==> config.mk <==
export PLATFORM = sky130hd
export DESIGN_NAME = anode_scanner_flat
export DESIGN_NICKNAME = d
export VERILOG_FILES = /design/src/rtl/seg_pkg.sv /design/src/rtl/anode_scanner_if.sv /design/src/rtl/scan_timer.sv /design/src/rtl/anode_scanner.sv /design/src/flat_wrapper.sv
export SDC_FILE = /design/constraint.sdc
export NUM_CORES = 1
export LEC_CHECK = 0
export ABC_AREA = 1
export BUFFER_PORTS_ARGS = -buffer_cell sky130_fd_sc_hd__buf_2
export CAP_MARGIN = 0
export CORE_UTILIZATION = 25
export CTS_CLUSTER_SIZE = 16
export DETAILED_ROUTE_END_ITERATION = 10
export GPL_TIMING_DRIVEN = 0
export SYNTH_ARGS = -nofsm -noshare
export SYNTH_HDL_FRONTEND = slang
export SYNTH_SLANG_ARGS = --single-unit
==> constraint.sdc <==
create_clock -name clk -period 5.1 [get_ports clk]
set_input_delay 0.255 -clock clk [delete_from_list [all_inputs] [get_ports clk]]
set_output_delay 0.255 -clock clk [all_outputs]
set_load 0.02 [all_outputs]
==> src/rtl/seg_pkg.sv <==
// Shared seven-segment definitions: digit count, active-low anode codes,
// scan FSM state type and digit-rotation helpers used by scanner and decoder.
package seg_pkg;

    localparam int NUM_DIGITS = 4;

    localparam logic [NUM_DIGITS-1:0] ANODE_OFF  = 4'b1111;
    localparam logic [NUM_DIGITS-1:0] ANODE_DIG0 = 4'b1110;
    localparam logic [NUM_DIGITS-1:0] ANODE_DIG1 = 4'b1101;
    localparam logic [NUM_DIGITS-1:0] ANODE_DIG2 = 4'b1011;
    localparam logic [NUM_DIGITS-1:0] ANODE_DIG3 = 4'b0111;

    typedef enum logic [1:0] {
        OFF   = 2'd0,
        BLANK = 2'd1,
        ON    = 2'd2
    } scan_state_t;

    // Nearest enabled digit above cur, wrapping 3->0; cur itself if
    // no other digit is enabled (including the empty-mask case).
    function automatic logic [1:0] next_digit(
        input logic [1:0]            cur,
        input logic [NUM_DIGITS-1:0] mask
    );
        logic [1:0] idx;
        logic [1:0] res;
        res = cur;
        // Walk from farthest to nearest so the nearest hit wins.
        for (int k = 3; k >= 1; k--) begin
            idx = cur + 2'(k);
            if (mask[idx]) res = idx;
        end
        return res;
    endfunction

    function automatic logic [NUM_DIGITS-1:0] anode_for(input logic [1:0] sel);
        logic [NUM_DIGITS-1:0] a;
        unique case (sel)
            2'd0: a = ANODE_DIG0;
            2'd1: a = ANODE_DIG1;
            2'd2: a = ANODE_DIG2;
            2'd3: a = ANODE_DIG3;
        endcase
        return a;
    endfunction

endpackage

==> src/rtl/anode_scanner_if.sv <==
// Anode bus between the scanner (master) and the display decoder (slave).
// Signals: enable, digit_en in; anode, digit_sel, digit_step, frame_done out.
interface anode_scanner_if;
    import seg_pkg::*;

    logic                  enable;
    logic [NUM_DIGITS-1:0] digit_en;
    logic [NUM_DIGITS-1:0] anode;
    logic [1:0]            digit_sel;
    logic                  digit_step;
    logic                  frame_done;

    modport master (
        input  enable,
        input  digit_en,
        output anode,
        output digit_sel,
        output digit_step,
        output frame_done
    );

    modport slave (
        output enable,
        output digit_en,
        input  anode,
        input  digit_sel,
        input  digit_step,
        input  frame_done
    );

endinterface

==> src/rtl/scan_timer.sv <==
// Clearable up-counter shared by the scanner's timed states.
// Ports: clk, rst (sync, high), i_clear, i_last (terminal value), o_tc.
module scan_timer #(
    parameter int W = 2
) (
    input  logic         clk,
    input  logic         rst,
    input  logic         i_clear,
    input  logic [W-1:0] i_last,
    output logic         o_tc
);

    logic [W-1:0] r_cnt;

    always_ff @(posedge clk) begin
        if (rst || i_clear) r_cnt <= '0;
        else                r_cnt <= r_cnt + W'(1);
    end

    assign o_tc = (r_cnt == i_last);

endmodule

==> src/rtl/anode_scanner.sv <==
// Time-multiplexed active-low anode driver for a 4-digit display.
// Ports: clk, rst (sync, high), io_bus (anode_scanner_if.master).
// ANODE_SCANNER_BLANK_EN: insert an all-off gap between digits.
module anode_scanner #(
    parameter int DWELL_CYCLES = 100000,
    parameter int BLANK_CYCLES = 1000
) (
    input  logic             clk,
    input  logic             rst,
    anode_scanner_if.master  io_bus
);
    import seg_pkg::*;

    localparam int MAX_CYC = (DWELL_CYCLES > BLANK_CYCLES) ?
                             DWELL_CYCLES : BLANK_CYCLES;
    localparam int CNT_W   = (MAX_CYC > 1) ? $clog2(MAX_CYC) : 1;

    localparam logic [CNT_W-1:0] DWELL_LAST = CNT_W'(DWELL_CYCLES - 1);

`ifdef ANODE_SCANNER_BLANK_EN
    localparam logic [CNT_W-1:0] BLANK_LAST = CNT_W'(BLANK_CYCLES - 1);
    localparam scan_state_t      GAP_STATE  = BLANK;
`else
    localparam scan_state_t      GAP_STATE  = ON;
`endif

    scan_state_t           r_state;
    logic [1:0]            r_sel;
    logic [NUM_DIGITS-1:0] r_anode;
    logic                  r_step;
    logic                  r_frame;

    scan_state_t           w_state_nx;
    logic [1:0]            w_sel_nx;
    logic [1:0]            w_adv;
    logic [NUM_DIGITS-1:0] w_anode_nx;
    logic                  w_step_nx;
    logic                  w_frame_nx;
    logic                  w_clr;
    logic                  w_tc;
    logic [CNT_W-1:0]      w_last;

`ifdef ANODE_SCANNER_BLANK_EN
    assign w_last = (r_state == ON) ? DWELL_LAST : BLANK_LAST;
`else
    assign w_last = DWELL_LAST;
`endif

    scan_timer #(
        .W (CNT_W)
    ) u_timer (
        .clk     (clk),
        .rst     (rst),
        .i_clear (w_clr),
        .i_last  (w_last),
        .o_tc    (w_tc)
    );

    assign w_adv = next_digit(r_sel, io_bus.digit_en);

    always_comb begin
        w_state_nx = r_state;
        w_sel_nx   = r_sel;
        w_step_nx  = 1'b0;
        w_frame_nx = 1'b0;
        w_clr      = 1'b0;
        if (!io_bus.enable) begin
            w_state_nx = OFF;
            w_clr      = 1'b1;
        end else begin
            unique case (r_state)
                OFF: begin
                    w_state_nx = GAP_STATE;
                    w_clr      = 1'b1;
                end
`ifdef ANODE_SCANNER_BLANK_EN
                BLANK: begin
                    if (w_tc) begin
                        w_state_nx = ON;
                        w_clr      = 1'b1;
                    end
                end
`endif
                ON: begin
                    if (w_tc) begin
                        w_state_nx = GAP_STATE;
                        w_sel_nx   = w_adv;
                        w_step_nx  = 1'b1;
                        // Equal index counts as a wrap (empty or single mask).
                        w_frame_nx = (w_adv <= r_sel);
                        w_clr      = 1'b1;
                    end
                end
                default: begin
                    w_state_nx = OFF;
                    w_clr      = 1'b1;
                end
            endcase
        end
        // Anode follows the mask live so mask edits apply on the next edge.
        if (w_state_nx == ON && io_bus.digit_en[w_sel_nx])
            w_anode_nx = anode_for(w_sel_nx);
        else
            w_anode_nx = ANODE_OFF;
    end

    always_ff @(posedge clk) begin
        if (rst) begin
            r_state <= OFF;
            r_sel   <= 2'd0;
            r_anode <= ANODE_OFF;
            r_step  <= 1'b0;
            r_frame <= 1'b0;
        end else begin
            r_state <= w_state_nx;
            r_sel   <= w_sel_nx;
            r_anode <= w_anode_nx;
            r_step  <= w_step_nx;
            r_frame <= w_frame_nx;
        end
    end

    assign io_bus.anode      = r_anode;
    assign io_bus.digit_sel  = r_sel;
    assign io_bus.digit_step = r_step;
    assign io_bus.frame_done = r_frame;

endmodule

==> src/flat_wrapper.sv <==
// flat-port wrapper written by rule: the top's interface ports become plain ports
module anode_scanner_flat import seg_pkg::*;
#(
    parameter int DWELL_CYCLES = 100000,
    parameter int BLANK_CYCLES = 1000
)
  (clk, rst, io_bus_enable, io_bus_digit_en, io_bus_anode, io_bus_digit_sel, io_bus_digit_step, io_bus_frame_done);
  anode_scanner_if io_bus_i ();
  input  logic clk;
  input  logic rst;
  input wire logic [$bits(io_bus_i.enable)-1:0] io_bus_enable;
  input wire logic [$bits(io_bus_i.digit_en)-1:0] io_bus_digit_en;
  output wire logic [$bits(io_bus_i.anode)-1:0] io_bus_anode;
  output wire logic [$bits(io_bus_i.digit_sel)-1:0] io_bus_digit_sel;
  output wire logic [$bits(io_bus_i.digit_step)-1:0] io_bus_digit_step;
  output wire logic [$bits(io_bus_i.frame_done)-1:0] io_bus_frame_done;
  assign io_bus_i.enable = io_bus_enable;
  assign io_bus_i.digit_en = io_bus_digit_en;
  assign io_bus_anode = io_bus_i.anode;
  assign io_bus_digit_sel = io_bus_i.digit_sel;
  assign io_bus_digit_step = io_bus_i.digit_step;
  assign io_bus_frame_done = io_bus_i.frame_done;
  anode_scanner #(.DWELL_CYCLES(DWELL_CYCLES), .BLANK_CYCLES(BLANK_CYCLES)) u_core (.clk(clk), .rst(rst), .io_bus(io_bus_i));
endmodule
; Word-level counts from Yosys, hierarchy flattened
; Index checks and enable logic that the tools add are counted.
[word_totals]
reg_bits = 27
word_cells = 53
output_inout_bits = 8
input_bits = 7
[classes]
eq_ne = 6
n_bitwise = 4
muxes = 21
add_sub_neg = 4
n_lt_le_gt_ge = 5
reduce_logical = 7
[ops]
columns = cell, n
row1 = $add A17 B1 Y17 const B, 1
row2 = $eq A17 B17 Y1 const B, 1
row3 = $mux W2, 8
row4 = $pmux W4 S4, 1
row5 = $lt A2 B3 Y1 const B, 4
row6 = $bmux W1 S2, 4
row7 = $eq A2 B2 Y1 const B, 4
row8 = $mux W1, 7
row9 = $add A2 B2 Y2 const B, 2
row10 = $logic_not A2 Y1, 2
row11 = $not A1 Y1, 4
row12 = $pmux W2 S2, 1
row13 = $reduce_or A4 Y1, 1
row14 = $reduce_or A3 Y1, 1
row15 = $add A2 B1 Y2 const B, 1
row16 = $eq A2 B1 Y1 const B, 1
row17 = $le A2 B2 Y1, 1
row18 = $reduce_or A2 Y1, 1
row19 = $logic_and A1 B1 Y1, 1
row20 = $logic_or A1 B1 Y1, 1

; Depth between registers and ports, before layout
; Gate-level depths: netlist of the first run.
[depth]
depth_word = 14
ltp_mapped = 16
mapped_depth_nobuf = 15

; By module
; From an unflattened synthesis of the first run, not the netlist that was laid out.
[unflattened]
cells_unflattened = 286
area_unflattened_um2 = 1735.4
[modules_own_cells]
columns = mod, area_each_um2, cells_per_inst, n_inst, seq_area_each_um2
row1 = scan_timer, 1076.0, 188, 1, 340.3
row2 = anode_scanner, 659.4, 98, 1, 200.2

; Worst setup path after synthesis of the first run
; OpenSTA, ideal clock, no wires.
[synth_timing]
kind = register to register
start = register u_core.r_sel[0], in the netlist u_core.io_bus.digit_sel[0]
end = register u_core.r_frame, in the netlist u_core.io_bus.frame_done
synth_period_minus_slack_ns = 1.810
path_stages_with_launch = 15
path_buffers = 1
path_slack_ns = 3.290
required_time_ns = 5.022
setup_time_ns = 0.078
arrival_ns = 1.732
cell_sequence = dfxtp_1 > buf_6 > inv_2 > nand2_1 > nand2_1 > nand2_1 > nand2_1 > nor2_1 > nand2_1 > nand2_1 > inv_1 > ha_1 > a21oi_1 > a21oi_1 > nor3_1
[synth_between]
elab_chain_cells = 7
word_cells_on_any_way = 13
cone_classes = add/sub: 3 / order compare: 1 / mux: 9
[synth_lines]
columns = item, line_no
row1 = "start, declared", anode_scanner.sv:28  ; logic [1:0] r_sel;
row2 = "start signal, assigned", anode_scanner.sv:116  ; r_sel <= w_sel_nx;
row3 = $add A2 B2 Y2, seg_pkg.sv:30  ; idx = cur + 2'(k);
row4 = $bmux W1 S2, seg_pkg.sv:31  ; if (mask[idx]) res = idx;
row5 = $mux W1 (not written as such), seg_pkg.sv:31
row6 = $mux W2 (3 in a row), seg_pkg.sv:31
row7 = $le A2 B2 Y1 (*), anode_scanner.sv:90  ; w_frame_nx = (w_adv <= r_sel);
row8 = "end signal, assigned", anode_scanner.sv:119  ; r_frame <= w_frame_nx;
row9 = "end, declared", anode_scanner.sv:31  ; logic r_frame;
; Every way passes the cells marked *; elsewhere a longest branch is shown, timed or not. The select of a mux whose other input is x is not followed.
; A chain may end at the register's enable or synchronous reset.

; Worst setup path after layout of the first run
[layout_timing]
start = register u_core.u_timer.r_cnt[0]
end = register u_core.r_anode[0], in the netlist u_core.io_bus.anode[0]
[layout_between]
elab_chain_cells = 9
word_cells_on_any_way = 18
cone_classes = eq/ne: 5 / mux: 9 / bitwise: 1 / reduce/logical: 3
[layout_lines]
columns = item, line_no
row1 = "start, declared", scan_timer.sv:13  ; logic [W-1:0] r_cnt;
row2 = "start signal, assigned", scan_timer.sv:17  ; else r_cnt <= r_cnt + W'(1);
row3 = $eq A17 B17 Y1 (*), scan_timer.sv:20  ; assign o_tc = (r_cnt == i_last);
row4 = $mux W2, anode_scanner.sv:85  ; if (w_tc) begin
row5 = $mux W2, anode_scanner.sv:71  ; unique case (r_state)
row6 = $mux W2, anode_scanner.sv:67  ; if (!io_bus.enable) begin
row7 = $bmux W1 S2, anode_scanner.sv:101  ; if (w_state_nx == ON && io_bus.digit_en[w_sel_nx])
row8 = $mux W1 (not written as such), anode_scanner.sv:101
row9 = $logic_and A1 B1 Y1, anode_scanner.sv:101
row10 = $not A1 Y1 (no source line), -
row11 = $reduce_or A2 Y1 (no source line), -
row12 = "end signal, assigned", anode_scanner.sv:117  ; r_anode <= w_anode_nx;
row13 = "end, declared", anode_scanner.sv:29  ; logic [NUM_DIGITS-1:0] r_anode;
; Marks and branches as above.

==> run summary, run 1 <==
Syn Area/Cell - 7.44 µm²
critical-path cell list - ha_1, nand3_1, nor2_2, nand3_4, nor2_4, nand3_4, nand2_4, nand2_2, nand2_1, nand2_1, nand2_2, nand3_1
Max stage delay cell, worst path - dfxtp_1
Post-Syn Instances - 186
ranking of synthesized cells by area - dfxtp_1 (39%), nand2_1 (11%), nor2_1 (6.8%), nand3_1 (5.4%), inv_1 (4.3%)
die height - 76.4 µm
Synth cell types - 30
RSZ-0062 raised after global routing - false
Req. time, crit path - 5.23 ns
global-route wire length before repair - 4500 µm
Worst Skew - 0.00167 ns
critical path type - reg -> reg
area leader, netlist - dfxtp_1
warnings from Yosys - 0
Tot GR Track Use - 9.31%
cell with the most instances after synthesis - nand2_1
grt ovf - 0
Die Wd - 76.4 µm
Rows - 26
worst hold stages - 2
Fin. Hold Viols - 0
worst reg2reg path depth - 12
R2R Path End - u_core.io_bus.anode[0]
Place WS - 3.17 ns
HP Start - rst
worst-skew pair later-pin latency - 0.26 ns
clk slew on worst S/H paths - 0.08 ns
H-tree levels - 1
Post-DP HPWL - 1960 µm
Static Leak - 0.607 nW
pin count of the biggest net entering global routing - 15
first-pass iteration count of the detailed router - 4
hold crit path type - in -> reg
net count after synthesis - 196
Post-synth EDFFs - 0
post-cts resize count - 0
reg2reg start - u_core.u_timer.r_cnt[0]
P&R area growth vs syn - 14.6%
Max stage delay on crit path - 0.36 ns
# diodes - 0
gp weighted congestion - 0.777
CP Capture Type - register
clk buf depth - 2
fin crit period - 1.90 ns
status - completed
clk sinks - 27
TNS Setup - 0 ns
Final WS setup - 3.20 ns
initial antenna violation count - 0
share of cells above drive strength 1 - 20.1%
vias in the first global route - 1088
Netlist Area Pre-Place - 0.00138 mm²
Final Cell Area - 0.00159 mm²
Slew Limit Fails - 0
Fill cells - 582
remaining antenna violation count - 0
drt first-iter violations - 27
Net count, final - 215
VDD IR max - 142 µV
CP max FO - 6
Most used DFF post-synth - dfxtp_1
Worst Hold End - u_core.io_bus.digit_step
Residual DRC - 0
share of the synthesized area in the top cell type - 39.1%
Post-CTS Setup Bufs - 0
Max-Cap Viols - 0
CTS tree - built
max frequency - 0.525 GHz
CP Launch Type - register
CTS root buf - clkbuf_8
crit path DAT - 2.04 ns
top cell family by delay on the critical path - simple AND/OR/NAND/NOR gates
Crit path buffers/inverters - 0
Tot Pwr - 0.343 mW
drt total wl - 2460 µm
post-synthesis sequential area ratio - 39.1%
core area - 0.00520 mm²
FF-to-FF setup slack - 3.20 ns
initial core utilization - 26.6%
fin util - 30.5%
WL/cell - 8.96 µm
ys async rst share - 0%
area of the die - 0.00584 mm²
total number of vias - 1154
Power Density - 216 mW/mm²
# IOs - 15
commonest cells in the netlist - nand2_1 (42), dfxtp_1 (27), nor2_1 (25), inv_1 (16), nand3_1 (15)
Vias per Instance - 4.21
CTS Hold Bufs - 0
Period Utilization, post-route - 37.3%
CTS buffer count - 3
Buffers on Ports - 14
DP Area - 0.00154 mm²
#FFs+latches synth - 27
final setup vio count - 0
## metal layers
layer	part of all wire [%]	up-vias	GRT usage, %
li1	-	632	-
met1	50	505	11.3
met2	45	15	16.1
met3	3.9	2	2.87
met4	0.69	0	1.73
met5	0	-	0
## kinds of logic (layout without fill, tap and decap cells)
| group | after synthesis | after routing | share of synthesized area (%) |
|---|---|---|---|
| AND/OR/NAND/NOR | 109 | 109 | 39.5 |
| flip-flops | 27 | 27 | 39.1 |
| buffers and inverters | 23 | 41 | 6.87 |
| AO/OA/AOI/OAI | 16 | 16 | 7.14 |
| XOR/XNOR | 7 | 7 | 4.43 |
| adder cells (fa/ha/maj) | 3 | 3 | 2.71 |
| other | 1 | 1 | 0.271 |
## worst reg2reg max path, stage by stage, from the launching register on
cell     delay [ns]
dfxtp_1        0.36
ha_1           0.19
nand3_1        0.22
nor2_2         0.21
nand3_4        0.11
nor2_4         0.15
nand3_4        0.10
nand2_4        0.10
nand2_2        0.05
nand2_1        0.05
nand2_1        0.05
nand2_2        0.10
nand3_1        0.07
## through the flow
stage | hold WS (ns) | instances
after floorplan | 0.327 | 186
after global placement | 0.432 | 270
after detailed placement | 0.439 | 270
after CTS | 0.223 | 274
after global routing | 0.229 | 274
final | 0.225 | 274
## worst max path at each step
stage	from	to	cells past startpoint
after global placement	u_core.u_timer.r_cnt[0]	u_core.io_bus.anode[0]	12
final	u_core.u_timer.r_cnt[0]	u_core.io_bus.anode[0]	12
after global routing	u_core.u_timer.r_cnt[0]	u_core.io_bus.anode[0]	12
after detailed placement	u_core.u_timer.r_cnt[0]	u_core.io_bus.anode[0]	12
after CTS	u_core.u_timer.r_cnt[0]	u_core.io_bus.anode[0]	12
after floorplan	u_core.io_bus.digit_sel[0]	u_core.io_bus.frame_done	14
## cells in the final DEF, fill, tap and decap left out, drive strengths merged, types with 2 or more instances in the layout
cell    netlist  layout
inv          21      21
dfxtp        27      27
buf           2      16
clkbuf        0       4
ha            3       3
o21ai         2       2
xor2          4       4
nand2        46      46
nor3          7       7
a21oi        10      10
xnor2         3       3
nand4         4       4
or2           2       2
nor2         29      29
nand3        17      17
nand3b        2       2
o21a          3       3
## sequential cells by signal, summed over array words and instances (netlist names)
signal                    cells
u_core.r_state                2
u_core.io_bus.anode           4
u_core.io_bus.digit_step      1
u_core.io_bus.frame_done      1
u_core.io_bus.digit_sel       2
u_core.u_timer.r_cnt         17
## report_power, final
part	internal (mW)	switching [mW]	total (mW)
sequential	0.212	0.000551	0.212
clock	0.0558	0.0585	0.114
combinational	0.00636	0.0100	0.0164
## cell type report
type | count | area [µm²] | share of cell area (%)
clock buffer | 4 | 45.0 | 2.84
sequential | 27 | 541 | 34.1
timing repair buffer | 14 | 70.1 | 4.42
tap | 70 | 87.6 | 5.52
buffer | 2 | 16.3 | 1.03
multi-input combinational | 136 | 748 | 47.2
inverter | 21 | 78.8 | 4.97
(Power assumes the default switching activity.)
==> run 2, diff against run 1 <==
Clock period 5.1 ns to 1.6 ns, I/O delays scaled along.
==> run 2 against run 1 <==
Effect of this change: the run now ends with negative setup slack left; flip-flop and latch count unchanged; final area is 19% higher; die area is the same; sequential power grew to 3.2 times the previous value; critical path type unchanged; largest cell class unchanged.
==> run summary, run 2 (synthesis gave the netlist of run 1 again) <==
final setup vio count - 5
Max-Cap Viols - 0
Largest register FFs - 17
# IOs - 15
CTS buffer count - 3
Die Wd - 76.4 µm
global-route wire length before repair - 4850 µm
Top Metal Used - met4
Req. time, crit path - 1.76 ns
most frequent cells in the layout - nand2_1 (36), buf_4 (18), nor2_1 (16), dfxtp_1 (16), inv_1 (15)
crit path DAT - 1.85 ns
initial antenna violation count - 0
clk slew on worst S/H paths - 0.08 ns
drt first-iter violations - 29
P&R area growth vs syn - 35.9%
RSZ-0062 raised after global routing - true
Fin. Hold Viols - 0
clk sinks - 27
Static Leak - 0.722 nW
Post-DP HPWL - 2060 µm
HP Start - rst
clk buf depth - 2
Residual DRC - 0
met2 WL - 1540 µm
core area - 0.00520 mm²
Worst Skew - 0.00423 ns
CTS tree - built
total number of vias - 1278
CP Capture Type - register
Power Density - 596 mW/mm²
tightest hold margin - 0.0583 ns
WL/cell - 10.5 µm
Buffers on Ports - 14
CP Launch Type - register
Post-Layout Cell Count - 291
Rows - 26
Vias per Instance - 4.39
fin util - 36.1%
Final WS setup - -0.0873 ns
share of cells above drive strength 1 - 43.0%
Tot GR Track Use - 10.3%
CP max FO - 6
fin crit period - 1.69 ns
TNS Setup - -0.391 ns
DR WL met3 - 112 µm
first-pass iteration count of the detailed router - 4
placed insts - 270
critical path type - reg -> reg
Net count, final - 232
max frequency - 0.593 GHz
failing checks - negative setup slack
gp weighted congestion - 0.785
reg2reg start - u_core.io_bus.digit_sel[0]
H-tree levels - 1
most common cell after layout, fill and taps aside - nand2_1
grt ovf - 0
hold crit path type - in -> reg
vias in the first global route - 1124
critical-path cell list - buf_6, nand3_1, nand2_1, nor2_2, nand2_1, nand3_1, nand2_1, inv_1, ha_1, a21oi_2, nor3_2
M1 wire length - 1370 µm
Period Utilization, post-route - 105%
Max stage delay cell, worst path - dfxtp_4
launch point of the worst path - u_core.io_bus.digit_sel[0]
Largest Register - u_core.u_timer.r_cnt
Max stage delay on crit path - 0.42 ns
remaining antenna violation count - 0
status - complete, but fails checks
initial core utilization - 26.6%
VDD IR max - 378 µV
Top cell by count, worst path - nand2_1
Slew Limit Fails - 0
# diodes - 0
area of the die - 0.00584 mm²
CTS root buf - clkbuf_8
CTS Hold Bufs - 0
Place WS - -0.211 ns
die height - 76.4 µm
drt total wl - 3050 µm
worst-skew pair later-pin latency - 0.27 ns
pin count of the biggest net entering global routing - 15
[run 2: cell count changes in the layout (fill, tap and decap cells not counted), sizes merged]
cell  previous run  this run
buf             16        33
[run 2: final cells by class]
type	instances	area, µm²
buffer	1	7.51
clock buffer	4	45.0
fill	559	3320
inverter	21	81.3
multi-input combinational	136	891
sequential	27	559
tap	70	87.6
timing repair buffer	32	209
[run 2: path summary, 6_finish.rpt]
kind	endpoint	slack, ns	cells past startpoint
max	u_core.io_bus.frame_done	-0.09	11
min	u_core.io_bus.digit_sel[1]	0.06	2
max reg2reg	u_core.io_bus.frame_done	-0.09	11
min reg2reg	u_core.u_timer.r_cnt[12]	0.50	2
[run 2: per-layer routing]
| metal | up-vias | global-route usage, % |
|---|---|---|
| li1 | 667 | - |
| met1 | 594 | 11.9 |
| met2 | 15 | 18.2 |
| met3 | 2 | 3.23 |
| met4 | 0 | 2.31 |
| met5 | - | 0 |
[run 2: repair_timing]
action / in CTS / in global routing
endpoints found under the setup margin: 17 / 20
pin swaps: 9 / 11
buffers inserted: 11 / 7
gates resized for setup: 23 / 23
[run 2: through the flow]
stage | power [mW] | instance area (µm²)
after floorplan | 0.724 | 1410
after global placement | 0.743 | 1570
after detailed placement | 0.744 | 1570
after CTS | 1.14 | 1760
after global routing | 1.19 | 1880
final | 1.12 | 1880
[run 2: power breakdown]
part	switching, mW	internal [mW]	total (mW)
registers	0.00238	0.671	0.673
logic	0.0395	0.0294	0.0689
clock network	0.201	0.178	0.379
[run 2: worst max-delay path, delay by kind of cell (launching register included)]
family                     cells  cell delay [ns]
DFF                            1             0.42
and+or+nand+nor                7             0.59
AOI/OAI and AO/OA              1             0.14
buffers and inverters          2             0.17
adders and majority gates      1             0.27
